### src/rtl/i2s_master_ctrl.sv
// i2s_master_ctrl: I2S bus-master clock/frame sequencer.
// Derives SCLK and LRCK from clk_in through a run-time divider, emits
// system-clock-domain strobes for SCLK edges and frame starts, and counts
// frames. Starting and stopping only happen on frame boundaries, so a
// receiver never sees a partial frame.
module i2s_master_ctrl #(
  parameter int DIV_WIDTH  = 8,
  parameter int SLOT_BITS  = 32,
  parameter int FCNT_WIDTH = 16
) (
  input  logic                  clk_in,
  input  logic                  rst_in,
  input  logic                  enable_in,
  input  logic [DIV_WIDTH-1:0]  div_in,
  output logic                  sclk_out,
  output logic                  lrck_out,
  output logic                  sclk_rise_out,
  output logic                  sclk_fall_out,
  output logic                  frame_start_out,
  output logic                  running_out,
  output logic [FCNT_WIDTH-1:0] frame_cnt_out
);

  localparam int FRAME_BITS = 2 * SLOT_BITS;
  localparam int BW         = $clog2(FRAME_BITS);
  localparam logic [BW-1:0] LAST_BIT = BW'(FRAME_BITS - 1);

  typedef enum logic [1:0] {
    IDLE,
    RUN,
    STOP
  } state_t;

  state_t                state_q, state_d;
  logic [DIV_WIDTH-1:0]  div_lat_q, div_lat_d;
  logic [DIV_WIDTH-1:0]  div_cnt_q, div_cnt_d;
  logic [BW-1:0]         bit_cnt_q, bit_cnt_d;
  logic [BW-1:0]         bit_nxt;
  logic                  sclk_q, sclk_d;
  logic                  lrck_q, lrck_d;
  logic                  rise_q, rise_d;
  logic                  fall_q, fall_d;
  logic                  fs_q, fs_d;
  logic [FCNT_WIDTH-1:0] fcnt_q, fcnt_d;

  assign bit_nxt = bit_cnt_q + 1'b1;

  // Register the whole sequencer state; reset returns to IDLE immediately.
  always_ff @(posedge clk_in or posedge rst_in) begin
    if (rst_in) begin
      // NOTE: sequential state uses non-blocking assignments so every register
      // samples the pre-edge values and updates together.
      state_q   <= IDLE;
      div_lat_q <= '0;
      div_cnt_q <= '0;
      bit_cnt_q <= '0;
      sclk_q    <= 1'b0;
      lrck_q    <= 1'b1;
      rise_q    <= 1'b0;
      fall_q    <= 1'b0;
      fs_q      <= 1'b0;
      fcnt_q    <= '0;
    end else begin
      state_q   <= state_d;
      div_lat_q <= div_lat_d;
      div_cnt_q <= div_cnt_d;
      bit_cnt_q <= bit_cnt_d;
      sclk_q    <= sclk_d;
      lrck_q    <= lrck_d;
      rise_q    <= rise_d;
      fall_q    <= fall_d;
      fs_q      <= fs_d;
      fcnt_q    <= fcnt_d;
    end
  end

  // Next-state logic: frame start from IDLE, divider, bit counter, boundary.
  always_comb begin
    // NOTE: every value written here gets a default first, so no path through
    // the case statement can infer a latch; strobes default low.
    state_d   = state_q;
    div_lat_d = div_lat_q;
    div_cnt_d = div_cnt_q;
    bit_cnt_d = bit_cnt_q;
    sclk_d    = sclk_q;
    lrck_d    = lrck_q;
    rise_d    = 1'b0;
    fall_d    = 1'b0;
    fs_d      = 1'b0;
    fcnt_d    = fcnt_q;

    case (state_q)
      IDLE: begin
        if (enable_in) begin
          state_d   = RUN;
          div_lat_d = div_in;
          div_cnt_d = '0;
          bit_cnt_d = '0;
          sclk_d    = 1'b0;
          lrck_d    = 1'b0;
          fs_d      = 1'b1;
          fcnt_d    = fcnt_q + 1'b1;
        end
      end

      default: begin
        // Away from a boundary, enable only moves us between RUN and STOP.
        if (state_q == RUN && !enable_in) begin
          state_d = STOP;
        end else if (state_q == STOP && enable_in) begin
          state_d = RUN;
        end

        if (div_cnt_q == div_lat_q) begin
          div_cnt_d = '0;
          sclk_d    = ~sclk_q;
          if (!sclk_q) begin
            rise_d = 1'b1;
          end else begin
            fall_d = 1'b1;
            if (bit_cnt_q == LAST_BIT) begin
              // Frame boundary: either start the next frame or park in IDLE.
              bit_cnt_d = '0;
              if (state_q == RUN && enable_in) begin
                state_d   = RUN;
                lrck_d    = 1'b0;
                fs_d      = 1'b1;
                fcnt_d    = fcnt_q + 1'b1;
                div_lat_d = div_in;
              end else begin
                state_d = IDLE;
                sclk_d  = 1'b0;
                lrck_d  = 1'b1;
                fall_d  = 1'b0;
              end
            end else begin
              bit_cnt_d = bit_nxt;
              lrck_d    = (int'(bit_nxt) >= SLOT_BITS);
            end
          end
        end else begin
          div_cnt_d = div_cnt_q + 1'b1;
        end
      end
    endcase
  end

  assign sclk_out        = sclk_q;
  assign lrck_out        = lrck_q;
  assign sclk_rise_out   = rise_q;
  assign sclk_fall_out   = fall_q;
  assign frame_start_out = fs_q;
  assign running_out     = (state_q != IDLE);
  assign frame_cnt_out   = fcnt_q;

endmodule

### config.mk
export PLATFORM = sky130hd
export DESIGN_NAME = i2s_master_ctrl
export DESIGN_NICKNAME = d
export VERILOG_FILES = /design/src/rtl/i2s_master_ctrl.sv
export SDC_FILE = /design/constraint.sdc
export NUM_CORES = 1
export LEC_CHECK = 0
export CAP_MARGIN = 30
export CORE_UTILIZATION = 38
export CTS_CLUSTER_DIAMETER = 100
export DETAILED_ROUTE_END_ITERATION = 12
export SYNTH_ARGS = -nofsm -noshare
export SYNTH_HDL_FRONTEND = slang
export SYNTH_SLANG_ARGS = --single-unit
### constraint.sdc
create_clock -name clk_in -period 5.25 [get_ports clk_in]
set_input_delay 0.7875 -clock clk_in [delete_from_list [all_inputs] [get_ports clk_in]]
set_output_delay 0.7875 -clock clk_in [all_outputs]
set_load 0.01 [all_outputs]
Yosys cells after proc, flatten, opt, wreduce, memory -nomap -nowiden
Index checks and enable logic that the tools add are counted.
- flip-flop bits (word level): 45
- input bits: 11
- output and inout port bits: 22
- logic and storage cells: 85
- add/subtract/negate cells: 3
- magnitude comparators: 1
- eq/ne operators: 5
- muxes and demuxes: 52
- bitwise logic cells: 1
- reductions and logical operators: 13
- operators with widths (kind ; number):
    $mux 16 ; 6
    $mux 8 ; 9
    $mux 6 ; 5
    $mux 1 ; 25
    $add 16x1->16 const B ; 1
    $mux 2 ; 7
    $reduce_bool 2->1 ; 5
    $add 8x1->8 const B ; 1
    $eq 8x8->1 ; 1
    $add 6x1->6 const B ; 1
    $eq 6x6->1 const B ; 1
    $ge 6x6->1 const B ; 1
    $reduce_and 5->1 ; 1
    $logic_and 1x1->1 ; 3
    $reduce_and 3->1 ; 1
    $eq 2x1->1 const B ; 1
    $eq 2x2->1 const B ; 1
    $logic_not 2->1 ; 1
    $ne 2x2->1 const B ; 1
    $reduce_and 2->1 ; 1
    $logic_not 1->1 ; 1
    $not 1->1 ; 1

Longest topological paths before layout
Gate-level depths: netlist of the first run.
- depth after elaboration: 8
- gate-level depth with buffers: 7

Least setup slack after synthesis of the first run
Ideal clock, no wire load.
- path type: input-to-reg
- start: input enable_in
- end: register div_lat_q[0]
- setup time: 125 ps
- data arrival time: 1907 ps
- data required time: 5125 ps
- path slack: 3218 ps
- stages on the path: 5
- buffers on the path: 1
- path through: nor2b_1 -> nand2_1 -> nor2_4 -> buf_6 -> mux2_4
- word-level cells in the longest chain between the ends: 3
- elaborated cells on any way between the ends: 4
- those cells by class: eq/ne: 1; reduce/logical: 3
- ends and longest elaborated chain (item ; line ; RTL):
    start, declared ; 13 ; input logic enable_in,
    $logic_and 1x1->1 ; 124 ; if (state_q == RUN && enable_in) begin
    $reduce_bool 2->1 (no line) ; - ;
    $reduce_and 5->1 (no line) (*) ; - ;
    end signal, assigned ; 65 ; div_lat_q <= div_lat_d;
    end, declared ; 35 ; logic [DIV_WIDTH-1:0] div_lat_q, div_lat_d;
Every way passes the cells marked *; elsewhere a longest branch is shown, timed or not.
A chain may end at the register's enable or synchronous reset.

Worst setup path after layout of the first run
- start: input enable_in
- end: register fcnt_q[1] (netlist: frame_cnt_out[1])
- word-level cells in the longest chain between the ends: 3
- elaborated cells on any way between the ends: 4
- those cells by class: eq/ne: 1; reduce/logical: 3
- ends and longest elaborated chain (item ; line ; RTL):
    $logic_and 1x1->1 ; 124 ;
    $reduce_bool 2->1 (no line) ; - ;
    $reduce_and 5->1 (no line) (*) ; - ;
    end signal, assigned ; 73 ; fcnt_q <= fcnt_d;
    end, declared ; 44 ; logic [FCNT_WIDTH-1:0] fcnt_q, fcnt_d;
Marks and branches as above.

==> impl_metrics.json, run 1 <==
{
  "status": "completed",
  "crit_arrival_ps": 2810,
  "r2r-start": "bit_cnt_q[0]",
  "startpoint_type": "input port",
  "cts-htree-levels": 2,
  "synthTopCellsByCount": "44 x dfrtp_1, 24 x xor2_1, 16 x nand2_1, 16 x nand3_1, 10 x nor2_1",
  "synth_edf_count": 0,
  "cts_buffer_depth": 2,
  "clkSinkCount": 45,
  "clock_power_share_pct": 21.8,
  "avgSynthCellArea_um2": 11.3,
  "dp_hpwl_mm": 2.97,
  "power.density_mw_per_mm2": 343,
  "share_comb_of_total_power_pct": 26.0,
  "num_io_pins": 33,
  "nets": 252,
  "postSynthCellCount": 203,
  "routed_wl_mm": 4.31,
  "grt_usage_pct": 15.5,
  "seqPwrFrac_pct": 52.1,
  "r2r-end": "frame_cnt_out[1]",
  "hold_viol": 0,
  "vias": 1606,
  "finalClockSkew_ps": 7.60,
  "synth_most_common_cell": "dfrtp_1",
  "fmax_mhz": 380,
  "setup_viol": 0,
  "min_period_ps": 2630,
  "drtIter0Drc": 90,
  "route.detailed.drc": 0,
  "routed_via_density": 5.16,
  "drv_slew": 0,
  "grt_pass1_vias": 1642,
  "cp_max_fo": 11,
  "crit_type": "input port to register",
  "fin_crit_sh_pct": 50.1,
  "synth_cell_type_count": 41,
  "clock_tree.root_cell": "clkbuf_8",
  "ant_nets": 0,
  "wl_per_cell_um": 13.9,
  "yosys.area.top_type": "dfrtp_1",
  "core-area_mm2": 0.00568,
  "worstRegToRegCells": 6,
  "dr.pass1.iters": 4,
  "rsz0062_at_grt": "no",
  "p_int_uw": 630,
  "cts-resized-gates": 0,
  "power_uw": 943,
  "switchingPower_uw": 313,
  "clk_latency_ps": 290,
  "die_w_um": 79.7,
  "die-height_um": 79.7,
  "gp_congestion": 0.733,
  "syn_to_final_growth_pct": 20.1,
  "diodes": 0,
  "max_slew_margin_pct": 41.3,
  "p_sw_share_pct": 33.2,
  "ys_ff_latch": 45,
  "drv_cap": 0,
  "hold_path_depth": 1,
  "critPathRequiredTime_ps": 5430,
  "p_leak_uw": 0.00121,
  "synthTopCellsByArea": "dfrtp_1 48%, xor2_1 9.2%, mux2_4 5.2%",
  "seq_area_frac_synth_pct": 49.2,
  "irDropWorstVdd_mv": 0.151,
  "num_rows": 27,
  "hold_path.class": "register to register",
  "initial_core_util_pct": 40.4,
  "end_kind": "register",
  "antenna_found_initial": 0,
  "grt_max_degree": 46,
  "ctsHoldBuffers": 0,
  "synthFlopType": "dfrtp_1",
  "hold_end": "frame_cnt_out[15]",
  "synth_fp_nets": 217,
  "finalHoldWorstSlack_ps": 468,
  "ys_warn_count": 0,
  "clk_pin_slew_ps": 80,
  "synthArstFlopShare_pct": 100,
  "drive_above_1_share_pct": 13.8,
  "overflow": 0,
  "synthesis.area_mm2": 0.00229,
  "grt_pass1_wl_mm": 7.67,
  "min_from": "frame_cnt_out[15]",
  "dieArea_mm2": 0.00635,
  "post-cts-setup-buffers": 0,
  "tns_ps": 0,
  "cts_tree": "built",
  "r2r_slack_ps": 2900,
  "synth_top_cell_area_share_pct": 48.0,
  "io_buffers": 32,
  "fin_util_pct": 48.5,
  "worst_pin_slew_ps": 879,
  "cts_made_buffers": 5
}
-- stage by stage --
| step | std cells | instance area [um^2] | worst slack (ps) |
|---|---|---|---|
| 5_1_grt | 311 | 2750 | 2470 |
| 6_report | 311 | 2750 | 2620 |
| 4_1_cts | 311 | 2750 | 2620 |
| 3_5_place_dp | 303 | 2670 | 2310 |
| 3_3_place_gp | 303 | 2670 | 2390 |
| 2_1_floorplan | 203 | 2290 | 3220 |
-- flip-flops by register name, indices dropped and copies added, names as in the netlist --
name             count
bit_cnt_q            6
div_cnt_q            8
div_lat_q            8
frame_cnt_out       16
frame_start_out      1
lrck_out             1
sclk_fall_out        1
sclk_out             1
sclk_rise_out        1
state_q              2
-- critical path, cell delays in order --
cell,delay (ps)
clkdlybuf4s50_1,540
nor2b_1,340
nand2_1,340
nor2_4,440
mux2_1,360
-- worst max-delay path by stage --
stage               start               end  slack, ps  depth (start not counted)
3_3_place_gp    enable_in  frame_cnt_out[1]       2390                          5
4_1_cts        state_q[0]       running_out       2620                          3
2_1_floorplan   enable_in      div_lat_q[0]       3220                          5
6_report        enable_in  frame_cnt_out[1]       2620                          5
3_5_place_dp    enable_in  frame_cnt_out[1]       2310                          5
5_1_grt         enable_in  frame_cnt_out[1]       2470                          5
-- layout by cell type (no fill, tap or decap), types with 4 or more instances in the layout --
cell              n
nand4_1           5
nand3_1          16
inv_1             5
xor2_1           24
nor2_1           10
clkdlybuf4s50_1  32
a21oi_1           9
a31oi_1           4
mux2_4            8
dfrtp_1          44
nor3_2            5
clkbuf_8          5
o21ai_0           7
nand2_1          16
-- layer usage --
metal | vias to the layer above | part of all wire [%] | track usage, %
met4 | 0 | 1.9 | 6.18
li1 | 791 | - | -
met2 | 34 | 46 | 24.1
met1 | 771 | 49 | 20.4
met5 | - | 0 | 0
met3 | 10 | 3.5 | 3.77
-- cell families after synthesis --
| group | synth area share [%] |
|---|---|
| and+or+nand+nor | 20.8 |
| DFF | 49.2 |
| AOI/OAI and AO/OA | 9.50 |
| xor gates and xnor gates | 9.55 |
| buffers and inverters | 2.62 |
| muxes | 6.71 |
| adders and majority gates | 1.64 |
-- power groups by stage --
| stage | clock [uW] | sequential (uW) | combinational [uW] |
|---|---|---|---|
| floorplan | 0 | 477 | 199 |
| global placement | 0 | 497 | 242 |
| detailed placement | 0 | 500 | 250 |
| CTS | 215 | 494 | 250 |
| global route | 228 | 507 | 283 |
| finish | 206 | 492 | 246 |
-- area by class of cell --
type                       instances  area (um^2)
clock inverter                     1         5.00
inverter                           6         22.5
fill                             554         2920
tap                               72         90.1
sequential                        45         1130
clock buffer                       7         76.3
multi-input combinational        147         1100
timing repair buffer              33          328
(Power assumes the default switching activity.)
==> inputs of run 2 (changes only) <==
- clock period: 5.25 -> 2.5 ns (I/O delays scaled with it)
==> impl_metrics.json, run 2 (synthesis gave the netlist of run 1 again) <==
{
  "dp_hpwl_mm": 3.00,
  "dp_cells": 308,
  "nets": 257,
  "clock_power_share_pct": 29.6,
  "overflow": 0,
  "rsz0062_at_grt": "no",
  "cts_tree": "built",
  "finalClockSkew_ps": 5.88,
  "pre_cts_slack_ps": 388,
  "slowest_stage": "dfrtp_1",
  "place_area_mm2": 0.00271,
  "end_kind": "register",
  "drv_cap": 0,
  "fin_crit_sh_pct": 84.8,
  "drv_slew": 0,
  "largest_reg_flops": 16,
  "num_rows": 27,
  "post-cts-setup-buffers": 0,
  "worst_pin_slew_ps": 562,
  "antenna_found_initial": 0,
  "io_buffers": 32,
  "tns_ps": 0,
  "clock_tree.root_cell": "clkbuf_8",
  "num_io_pins": 33,
  "path_common_cell": "nand2_1",
  "grt_pass1_vias": 1496,
  "hold_path.class": "register to register",
  "final_common_cell": "dfrtp_1",
  "clk_latency_ps": 300,
  "crit_arrival_ps": 2300,
  "grt_usage_pct": 14.9,
  "cts_buffer_depth": 2,
  "dr.pass1.iters": 4,
  "fin_area_mm2": 0.00284,
  "routed_wl_mm": 4.35,
  "clkSinkCount": 45,
  "cts-resized-gates": 0,
  "power.density_mw_per_mm2": 777,
  "share_comb_of_total_power_pct": 23.6,
  "finalHoldWorstSlack_ps": 472,
  "core-area_mm2": 0.00568,
  "critPathRequiredTime_ps": 2680,
  "setup_viol": 0,
  "crit_type": "register to register",
  "switchingPower_uw": 683,
  "max_slew_margin_pct": 62.5,
  "routed_via_density": 5.18,
  "layout.cells.non_filler": 316,
  "dieArea_mm2": 0.00635,
  "startpoint_type": "register",
  "wl_per_cell_um": 13.8,
  "drive_above_1_share_pct": 16.4,
  "route.detailed.drc": 0,
  "syn_to_final_growth_pct": 24.1,
  "irDropWorstVdd_mv": 0.312,
  "seqPwrFrac_pct": 46.8,
  "fmax_mhz": 472,
  "hold_viol": 0,
  "p_sw_share_pct": 30.9,
  "gp_congestion": 0.753,
  "cp_max_fo": 11,
  "vias": 1636,
  "initial_core_util_pct": 40.4,
  "die_w_um": 79.7,
  "die-height_um": 79.7,
  "grt_pass1_wl_mm": 7.23,
  "status": "completed",
  "min_period_ps": 2120,
  "fin_ws_ps": 381,
  "p_leak_uw": 0.00126,
  "path_cells": "ha_1, nand2_1, o21ai_1, nand2_1, nor2_4, mux2_1",
  "p_int_uw": 1530,
  "diodes": 0,
  "cts-htree-levels": 2,
  "grt_max_degree": 46,
  "slowest_delay_ps": 430,
  "clk_pin_slew_ps": 90,
  "drtIter0Drc": 69,
  "ctsHoldBuffers": 0,
  "layout_common_cells": "44 x dfrtp_1, 32 x clkdlybuf4s50_1, 24 x xor2_1",
  "ant_nets": 0,
  "cts_made_buffers": 5
}
[run 2: cell count changes in the layout (fill, tap and decap cells not counted), sizes merged]
cell | previous run | this run
bufinv | 0 | 2
buf | 1 | 6
clkbuf | 7 | 5
[run 2: routing by layer]
| layer | GRT usage, % | up-vias | wire, um | part of all wire, % |
|---|---|---|---|---|
| li1 | - | 807 | - | - |
| met1 | 20.5 | 798 | 2120 | 49 |
| met5 | 0 | - | 0 | 0 |
| met3 | 4.80 | 5 | 145 | 3.3 |
| met2 | 22.6 | 26 | 2050 | 47 |
| met4 | 3.82 | 0 | 37 | 0.85 |
[run 2: power by group through the flow]
stage | Clock (uW) | Sequential (uW) | Combinational, uW
finish | 654 | 1030 | 522
global route | 711 | 1050 | 579
CTS | 668 | 1030 | 529
detailed placement | 0 | 1050 | 526
global placement | 0 | 1040 | 514
floorplan | 0 | 1000 | 419
[run 2: stage by stage]
step / power [uW] / utilization (%)
floorplan: 1420 / -
global placement: 1560 / 47.8
detailed placement: 1570 / 47.8
CTS: 2230 / 50.1
global route: 2340 / 50.1
finish: 2210 / 50.1
[run 2: area by class of cell]
| type | count | area (um^2) |
|---|---|---|
| fill | 524 | 2830 |
| sequential | 45 | 1130 |
| multi-input combinational | 147 | 1100 |
| timing repair buffer | 38 | 365 |
| tap | 72 | 90.1 |
| clock buffer | 5 | 68.8 |
| clock inverter | 3 | 65.1 |
| inverter | 6 | 22.5 |
[run 2: critical path, delay by kind of cell, from the launching register on]
kind / cells / cell delay, ps
adder cells (fa/ha/maj): 1 / 280
multiplexers: 1 / 370
AND/OR/NAND/NOR: 3 / 640
flip-flops: 1 / 430
AO/OA/AOI/OAI: 1 / 280
[run 2: worst paths after layout]
kind | to | from | slack, ps | cells past startpoint
max | frame_cnt_out[1] | bit_cnt_q[0] | 380 | 6
min | frame_cnt_out[15] | frame_cnt_out[15] | 470 | 1
max reg2reg | frame_cnt_out[1] | bit_cnt_q[0] | 380 | 6
min reg2reg | frame_cnt_out[15] | frame_cnt_out[15] | 470 | 1
max in group asynchronous | lrck_out | rst_in | 1600 | 3
min in group asynchronous | frame_cnt_out[10] | rst_in | 520 | 3
==> inputs of run 3 (changes only) <==
- clock period: 2.5 -> 1.9 ns (I/O delays scaled with it)
==> impl_metrics.json, run 3 (synthesis gave the netlist of run 1 again) <==
{
  "power_uw": 2900,
  "share_comb_of_total_power_pct": 35.2,
  "irDropWorstVdd_mv": 0.518,
  "crit_type": "register to register",
  "r2r_slack_ps": 80,
  "hold_viol": 0,
  "multiInputGateArea_mm2": 0.00115,
  "p_leak_uw": 0.00146,
  "final_common_cell": "dfrtp_1",
  "diodes": 0,
  "r2r-end": "bit_cnt_q[0]",
  "finalClockSkew_ps": 11.2,
  "grt_pass1_vias": 1626,
  "ctsHoldBuffers": 0,
  "status": "completed",
  "drive_above_1_share_pct": 25.5,
  "grt_pass1_wl_mm": 7.56,
  "fin_crit_sh_pct": 95.6,
  "p_int_uw": 1980,
  "worst_pin_slew_ps": 545,
  "layout_common_cells": "43 x dfrtp_1, 32 x clkdlybuf4s50_1, 29 x buf_4",
  "path_cells": "xor2_1, nor4_4, buf_4, nand4_1, buf_6, nand2b_1, o21ai_0",
  "dieArea_mm2": 0.00635,
  "dr.pass1.iters": 4,
  "initial_core_util_pct": 40.4,
  "r2r-start": "div_cnt_q[4]",
  "startpoint_type": "register",
  "vias": 1703,
  "io_buffers": 32,
  "clk_pin_slew_ps": 90,
  "rsz0062_at_grt": "yes",
  "nets": 284,
  "dp_hpwl_mm": 3.25,
  "num_rows": 27,
  "clkSinkCount": 45,
  "cts_made_buffers": 5,
  "drtIter0Drc": 52,
  "routed_wl_mm": 4.45,
  "routed_via_density": 4.97,
  "grt_max_degree": 33,
  "core-area_mm2": 0.00568,
  "syn_to_final_growth_pct": 34.8,
  "power.density_mw_per_mm2": 938,
  "max_slew_margin_pct": 63.5,
  "seqPwrFrac_pct": 43.7,
  "clock_power_share_pct": 21.1,
  "crit_arrival_ps": 2020,
  "fin_area_mm2": 0.00309,
  "num-fill-cells": 526,
  "slowest_stage": "dfrtp_1",
  "cts_tree": "built",
  "ff_latch_area_mm2": 0.00113,
  "clk_latency_ps": 290,
  "grt_usage_pct": 15.3,
  "drv_cap": 0,
  "die-height_um": 79.7,
  "clock_tree.root_cell": "clkbuf_8",
  "num_io_pins": 33,
  "wl_per_cell_um": 13.0,
  "die_w_um": 79.7,
  "worstRegToRegCells": 7,
  "switchingPower_uw": 918,
  "place_area_mm2": 0.00290,
  "fmax_mhz": 551,
  "slowest_delay_ps": 400,
  "cp_max_fo": 13,
  "setup_viol": 0,
  "largest_reg_flops": 16,
  "overflow": 0,
  "antenna_found_initial": 0,
  "cts-htree-levels": 2,
  "ant_nets": 0,
  "hold_path.class": "input port to async pin",
  "cts_buffer_depth": 2,
  "critPathRequiredTime_ps": 2110,
  "p_sw_share_pct": 31.7,
  "min_period_ps": 1820,
  "drv_slew": 0,
  "end_kind": "register",
  "route.detailed.drc": 0,
  "gp_congestion": 0.823
}
-- run 3: layout make-up --
| type | count | area share, % |
|---|---|---|
| Tap cell | 72 | 2.92 |
| Multi-Input combinational cell | 147 | 37.3 |
| Clock buffer | 8 | 2.92 |
| Timing Repair Buffer | 65 | 19.6 |
| Sequential cell | 45 | 36.5 |
| Inverter | 6 | 0.729 |
-- run 3: critical path, delay by kind of cell, from the launching register on --
kind,cells,cell delay [ps]
flops,1,400
simple gates,3,620
xor+xnor,1,170
compound gates,1,170
buf+inv,2,360
-- run 3: stage by stage --
stage / utilization, % / setup TNS [ps] / hold WS, ps / std cells / setup WS (ps)
after global placement: 51.1 / 0 / 456 / 330 / 28.1
after global routing: 54.4 / -37.1 / 323 / 343 / -17.8
after CTS: 52.9 / 0 / 288 / 339 / 1.48
after floorplan: - / 0 / 433 / 203 / 6.60
final: 54.4 / 0 / 275 / 343 / 83.7
after detailed placement: 51.1 / -5.09 / 468 / 330 / -5.09
-- run 3: worst max path at each step --
| stage | start | to | slack (ps) | depth (start not counted) |
|---|---|---|---|---|
| floorplan | div_cnt_q[5] | div_lat_q[0] | 7 | 6 |
| global placement | div_lat_q[5] | frame_cnt_out[10] | 30 | 7 |
| detailed placement | div_lat_q[5] | frame_cnt_out[8] | -5 | 7 |
| CTS | div_cnt_q[6] | frame_cnt_out[8] | 1 | 6 |
| global route | div_cnt_q[4] | bit_cnt_q[5] | -20 | 7 |
| finish | div_cnt_q[4] | bit_cnt_q[0] | 80 | 7 |
-- run 3: power groups by stage --
stage	Clock [uW]	Sequential, uW	Combinational (uW)
2_1_floorplan	0	1320	551
3_3_place_gp	0	1280	968
3_5_place_dp	0	1290	982
4_1_cts	639	1270	999
5_1_grt	691	1290	1130
6_report	611	1270	1020
-- run 3: per-layer routing --
metal | vias up | GRT usage (%) | part of all wire (%)
met1 | 815 | 21.3 | 50
met2 | 24 | 23.4 | 47
met5 | - | 0 | 0
met3 | 5 | 3.54 | 2.9
li1 | 859 | - | -
met4 | 0 | 4.91 | 0.90
-- run 3: timing repair --
action | 4_1_cts | 5_1_grt
gates cloned | 0 | 0
pin swaps | 0 | 6
resized for setup | 0 | 10
setup endpoints to repair | 2 | 18
setup buffers | 1 | 4
